==> src/rtl/alu_issue_ctrl.sv <==
// Multi-cycle issue controller for an external combinational ALU.
// Each instruction walks IDLE -> READ -> EXEC -> WB. Operands come from a
// small register file, the ALU result is captured, and the result is written
// back unless the instruction overflowed, targets r0, or uses an illegal opcode.
module alu_issue_ctrl #(
  parameter int WIDTH = 32,
  parameter int NREGS = 16
) (
  input  logic             clk,
  input  logic             rst,
  input  logic             instr_valid,
  input  logic [15:0]      instr,
  output logic             instr_ready,
  input  logic             ld_en,
  input  logic [3:0]       ld_addr,
  input  logic [WIDTH-1:0] ld_data,
  output logic [WIDTH-1:0] alu_a,
  output logic [WIDTH-1:0] alu_b,
  output logic [3:0]       alu_op,
  input  logic [WIDTH-1:0] alu_result,
  input  logic             alu_overflow,
  output logic [WIDTH-1:0] result_out,
  output logic             done,
  output logic             ovf_flag,
  output logic             illegal_flag,
  input  logic [3:0]       dbg_addr,
  output logic [WIDTH-1:0] dbg_data
);

  typedef enum logic [1:0] {
    S_IDLE = 2'd0,
    S_READ = 2'd1,
    S_EXEC = 2'd2,
    S_WB   = 2'd3
  } state_t;

  state_t state, state_nxt;

  // Instruction register, filled on accept.
  logic [3:0] op_p0;
  logic [3:0] rd_p0;
  logic [3:0] rs_p0;
  logic [3:0] rt_p0;

  // Overflow captured in EXEC, only meaningful for add/sub.
  logic ovf_cap;

  logic [WIDTH-1:0] rf [NREGS];
  logic [WIDTH-1:0] rs_val;
  logic [WIDTH-1:0] rt_val;

  logic accept;
  logic load_we;
  logic read_en;
  logic exec_en;
  logic wb_en;
  logic wb_we;
  logic wb_ovf;
  logic wb_ill;

  // Opcodes 11..15 are treated as illegal.
  function automatic logic op_illegal(input logic [3:0] op);
    return (op >= 4'd11);
  endfunction

  // Only add (2) and sub (3) report a meaningful overflow.
  function automatic logic op_ovf_checked(input logic [3:0] op);
    return (op == 4'd2) || (op == 4'd3);
  endfunction

  // State register.
  always_ff @(posedge clk) begin
    if (rst) state <= S_IDLE;
    else     state <= state_nxt;
  end

  // Next-state decode and per-state strobes.
  always_comb begin
    state_nxt   = state;
    instr_ready = 1'b0;
    done        = 1'b0;
    accept      = 1'b0;
    load_we     = 1'b0;
    read_en     = 1'b0;
    exec_en     = 1'b0;
    wb_en       = 1'b0;
    wb_we       = 1'b0;
    wb_ovf      = 1'b0;
    wb_ill      = 1'b0;
    case (state)
      S_IDLE: begin
        instr_ready = 1'b1;
        accept      = instr_valid;
        // Loads only land while idle; r0 is hard-wired to zero.
        load_we     = ld_en && (ld_addr != 4'd0);
        if (instr_valid) state_nxt = S_READ;
      end
      S_READ: begin
        read_en   = 1'b1;
        state_nxt = S_EXEC;
      end
      S_EXEC: begin
        exec_en   = 1'b1;
        state_nxt = S_WB;
      end
      S_WB: begin
        done      = 1'b1;
        wb_en     = 1'b1;
        wb_ovf    = ovf_cap;
        wb_ill    = op_illegal(op_p0);
        wb_we     = (rd_p0 != 4'd0) && !ovf_cap && !op_illegal(op_p0);
        state_nxt = S_IDLE;
      end
      default: state_nxt = S_IDLE;
    endcase
  end

  // Accept boundary: latch instruction fields.
  always_ff @(posedge clk) begin
    if (rst) begin
      op_p0 <= 4'd0;
      rd_p0 <= 4'd0;
      rs_p0 <= 4'd0;
      rt_p0 <= 4'd0;
    end else if (accept) begin
      op_p0 <= instr[15:12];
      rd_p0 <= instr[11:8];
      rs_p0 <= instr[7:4];
      rt_p0 <= instr[3:0];
    end
  end

  // READ boundary: present operands and opcode to the ALU.
  always_ff @(posedge clk) begin
    if (rst) begin
      alu_a  <= '0;
      alu_b  <= '0;
      alu_op <= 4'd0;
    end else if (read_en) begin
      alu_a  <= rs_val;
      alu_b  <= rt_val;
      alu_op <= op_p0;
    end
  end

  // EXEC boundary: capture the ALU result and the relevant overflow.
  always_ff @(posedge clk) begin
    if (rst) begin
      result_out <= '0;
      ovf_cap    <= 1'b0;
    end else if (exec_en) begin
      result_out <= alu_result;
      ovf_cap    <= alu_overflow & op_ovf_checked(op_p0);
    end
  end

  // WB boundary: sticky status flags, cleared only by reset.
  always_ff @(posedge clk) begin
    if (rst) begin
      ovf_flag     <= 1'b0;
      illegal_flag <= 1'b0;
    end else if (wb_en) begin
      if (wb_ovf) ovf_flag     <= 1'b1;
      if (wb_ill) illegal_flag <= 1'b1;
    end
  end

  // Register file: direct loads while idle, write-back in WB.
  always_ff @(posedge clk) begin
    if (rst) begin
      for (int i = 0; i < NREGS; i++) rf[i] <= '0;
    end else if (load_we) begin
      rf[ld_addr] <= ld_data;
    end else if (wb_we) begin
      rf[rd_p0] <= result_out;
    end
  end

  // Read ports; r0 always reads as zero.
  always_comb begin
    rs_val   = (rs_p0 == 4'd0)    ? '0 : rf[rs_p0];
    rt_val   = (rt_p0 == 4'd0)    ? '0 : rf[rt_p0];
    dbg_data = (dbg_addr == 4'd0) ? '0 : rf[dbg_addr];
  end

endmodule

==> config.mk <==
export PLATFORM = sky130hd
export DESIGN_NAME = alu_issue_ctrl
export DESIGN_NICKNAME = d
export VERILOG_FILES = /design/src/rtl/alu_issue_ctrl.sv
export SDC_FILE = /design/constraint.sdc
export NUM_CORES = 1
export LEC_CHECK = 0
export ABC_AREA = 1
export ABC_CLOCK_PERIOD_IN_PS = 13900
export BUFFER_PORTS_ARGS = -buffer_cell sky130_fd_sc_hd__buf_2
export CAP_MARGIN = 20
export CORE_UTILIZATION = 23
export DETAILED_ROUTE_END_ITERATION = 12
export GPL_ROUTABILITY_DRIVEN = 0
export PLACE_DENSITY = 0.39
export SLEW_MARGIN = 20
export SYNTH_ARGS = -nofsm -noshare
export SYNTH_HDL_FRONTEND = slang
export SYNTH_SLANG_ARGS = --single-unit
==> constraint.sdc <==
create_clock -name clk -period 13.9 [get_ports clk]
set_input_delay 4.17 -clock clk [delete_from_list [all_inputs] [get_ports clk]]
set_output_delay 4.17 -clock clk [all_outputs]
set_load 0.1 [all_outputs]
==> impl_metrics.csv <==
group,metric,value,unit
clock_tree,clk_latency,0.71,ns
timing,max_slew_margin,21.19,%
timing,worstMarginPinSlew,1.182,ns
clock_tree,h-tree-depth,3,
timing,setup_viol,0,
placement,io_buffers,228,
drt,routed_wl,197600,um
synthesis,ys.warnings.count,0,
timing,fin_ws,2.308,ns
die,num_rows,155,
setup_path,worstPathArrival,7.42,ns
power,p_per_area,171.4,nW/um^2
layout,nNetsFinal,5264,
clock_tree,cts_resized,0,
clock_tree,clk_pin_slew,0.05,ns
placement,dpl.cell_count,7437,
drt,vias,38760,
setup_path,crit_path_end_kind,"output pin",
timing,fin_crit,11.59,ns
die,die_y,426.9,um
status,outcome,"finished, final reports clean",
setup_path,startpoint_type,"input pin",
synthesis,ys_ff_latch,641,
global_route,grt_max_degree,165,
die,die_w,426.9,um
clock_tree,postCtsSetupBuffers,0,
layout,areaGrowthSynthToFinish,13.30,%
layout,final_cell_mix,"nand2_1, nand3_1, edfxtp_1",
global_route,antenna_found_initial,3,
drt,drc,0,
synthesis,ys_seq_area_share,43.25,%
layout,regArea,17980,um^2
placement,hpwlAfterDp,111400,um
clock_tree,cts_buffers,82,
global_route,overflow,0,
layout,layoutNonFillerInstCount,7588,
drt,drtIter0Drc,3922,
drt,drtAntennaViolNets,0,
synthesis,async_reset_ff_share,0,%
timing,slew_violations,0,
timing,holdWs,0.4598,ns
power,max-vdd-ir-drop,0.08564,mV
clock_tree,cts_sinks,641,
setup_path,required,9.73,ns
synthesis,avgSynthCellArea,7.953,um^2
die,die_area,182200,um^2
worst_hold_path,min_path_type,"reg -> reg",
clock_tree,ctsLongestPathBuffers,3,
synthesis,synthCells,5220,
timing,finalCritPeriodShare,83.40,%
setup_path,crit_type,"in -> out",
synthesis,ys.flop_type,"edfxtp_1",
job,cap_violations,0,
layout,drive_above_1_share,18.00,%
global_route,grt_pass1_vias,36810,
timing,rsz0062_at_grt,"false",
clock_tree,cts_hold_buffers,0,
timing,fmax,0.08626,GHz
layout,nFillCells,19400,
clock_tree,tritoncts,"yes",
setup_path,path_max_fanout,37,
synthesis,synthDistinctLibCells,36,
timing,hold_viol,0,
clock_tree,cts_root_buf,"clkbuf_16",
setup_path,reg2reg_slack,9.14,ns
layout,multi_input_area,19500,um^2
layout,final_common_cell,"nand2_1",
die,start_util,23.22,%
layout,fin_util,26.30,%
synthesis,synth_edf_count,512,
global_route,track_usage,21.14,%
drt,viasPerCell,5.108,
synthesis,syn_area,41510,um^2
drt,firstDrtPassIters,8,
power,p_leak,0.01764,uW
die,io_pins,229,
timing,clock_skew,0.03464,ns
die,core,178800,um^2
drt,wire_per_inst,26.05,um
placement,place_ws,2.142,ns
global_route,grt_pass1_wl,278200,um
timing,setup_tns,0,ns
## worst paths after layout
path | startpoint | end | depth (start not counted)
setup / recovery | dbg_addr[1] | dbg_data[18] | 9
hold / removal | alu_a[11] | alu_a[11] | 2
setup reg to reg | state[0] | rf[7][29] | 14
hold reg to reg | alu_a[11] | alu_a[11] | 2
## kinds of logic after synthesis
group / share of synthesized area (%)
AND/OR/NAND/NOR: 33.57
adder cells (fa/ha/maj): 0.1507
other: 0.009033
AO/OA/AOI/OAI: 12.27
buffers and inverters: 10.75
flip-flops: 43.25
## state kept, by name, summed over array words and instances (netlist names), 2 cells and up, named ones only
signal      flops
rf            512
alu_a          32
alu_b          32
result_out     32
alu_op          4
op_p0           4
rd_p0           4
rs_p0           4
rt_p0           4
state           2
## layout make-up
| cell class | count | area share (%) |
|---|---|---|
| flip-flops and latches | 641 | 38.23 |
| multi-input cells | 3609 | 41.46 |
| clock inverters | 31 | 0.7182 |
| well taps | 2355 | 6.265 |
| inverters | 508 | 4.115 |
| repair buffers | 324 | 4.235 |
| clock buffers | 119 | 4.966 |
| diodes | 1 | 0.005320 |
## worst max-delay path: stages
cell	delay [ns]
buf_6	0.33
clkinv_2	0.85
buf_4	0.61
a21oi_1	0.16
o21ai_0	0.09
nand3_1	0.09
nand3_1	0.09
a31oi_1	0.44
buf_2	0.53
## Yosys cell counts, types with 29 or more instances
cell type / count / area (um^2)
inv_1: 500 / 1877
a31oi_1: 32 / 200.2
nand3_1: 857 / 4289
buf_1: 79 / 296.5
buf_2: 71 / 355.3
edfxtp_1: 512 / 15370
nor3_2: 394 / 3944
buf_6: 68 / 765.7
nand2_1: 1249 / 4688
nor3_1: 87 / 435.4
o21ai_0: 335 / 1677
dfxtp_1: 129 / 2582
nor2_1: 86 / 322.8
o21ai_4: 29 / 471.7
clkbuf_1: 259 / 972.2
o211ai_1: 150 / 1126
a21oi_1: 310 / 1551
## power breakdown
group | internal (uW) | switching, uW
Sequential | 2260 | 138
Combinational | 672 | 2770
Clock | 1290 | 935
## routing by layer
| layer | track usage [%] | share of wire [%] |
|---|---|---|
| met5 | 0 | 0 |
| met4 | 8.298 | 4.1 |
| met3 | 2.594 | 5.8 |
| met2 | 35.81 | 48 |
| met1 | 27.20 | 42 |
## stage by stage
stage,total power [uW],cell area [um^2]
after CTS,8092,47030
after global placement,5856,44330
after detailed placement,5854,44360
after floorplan,4689,41630
final,8061,47040
after global routing,8384,47030
(Power assumes the default switching activity.)
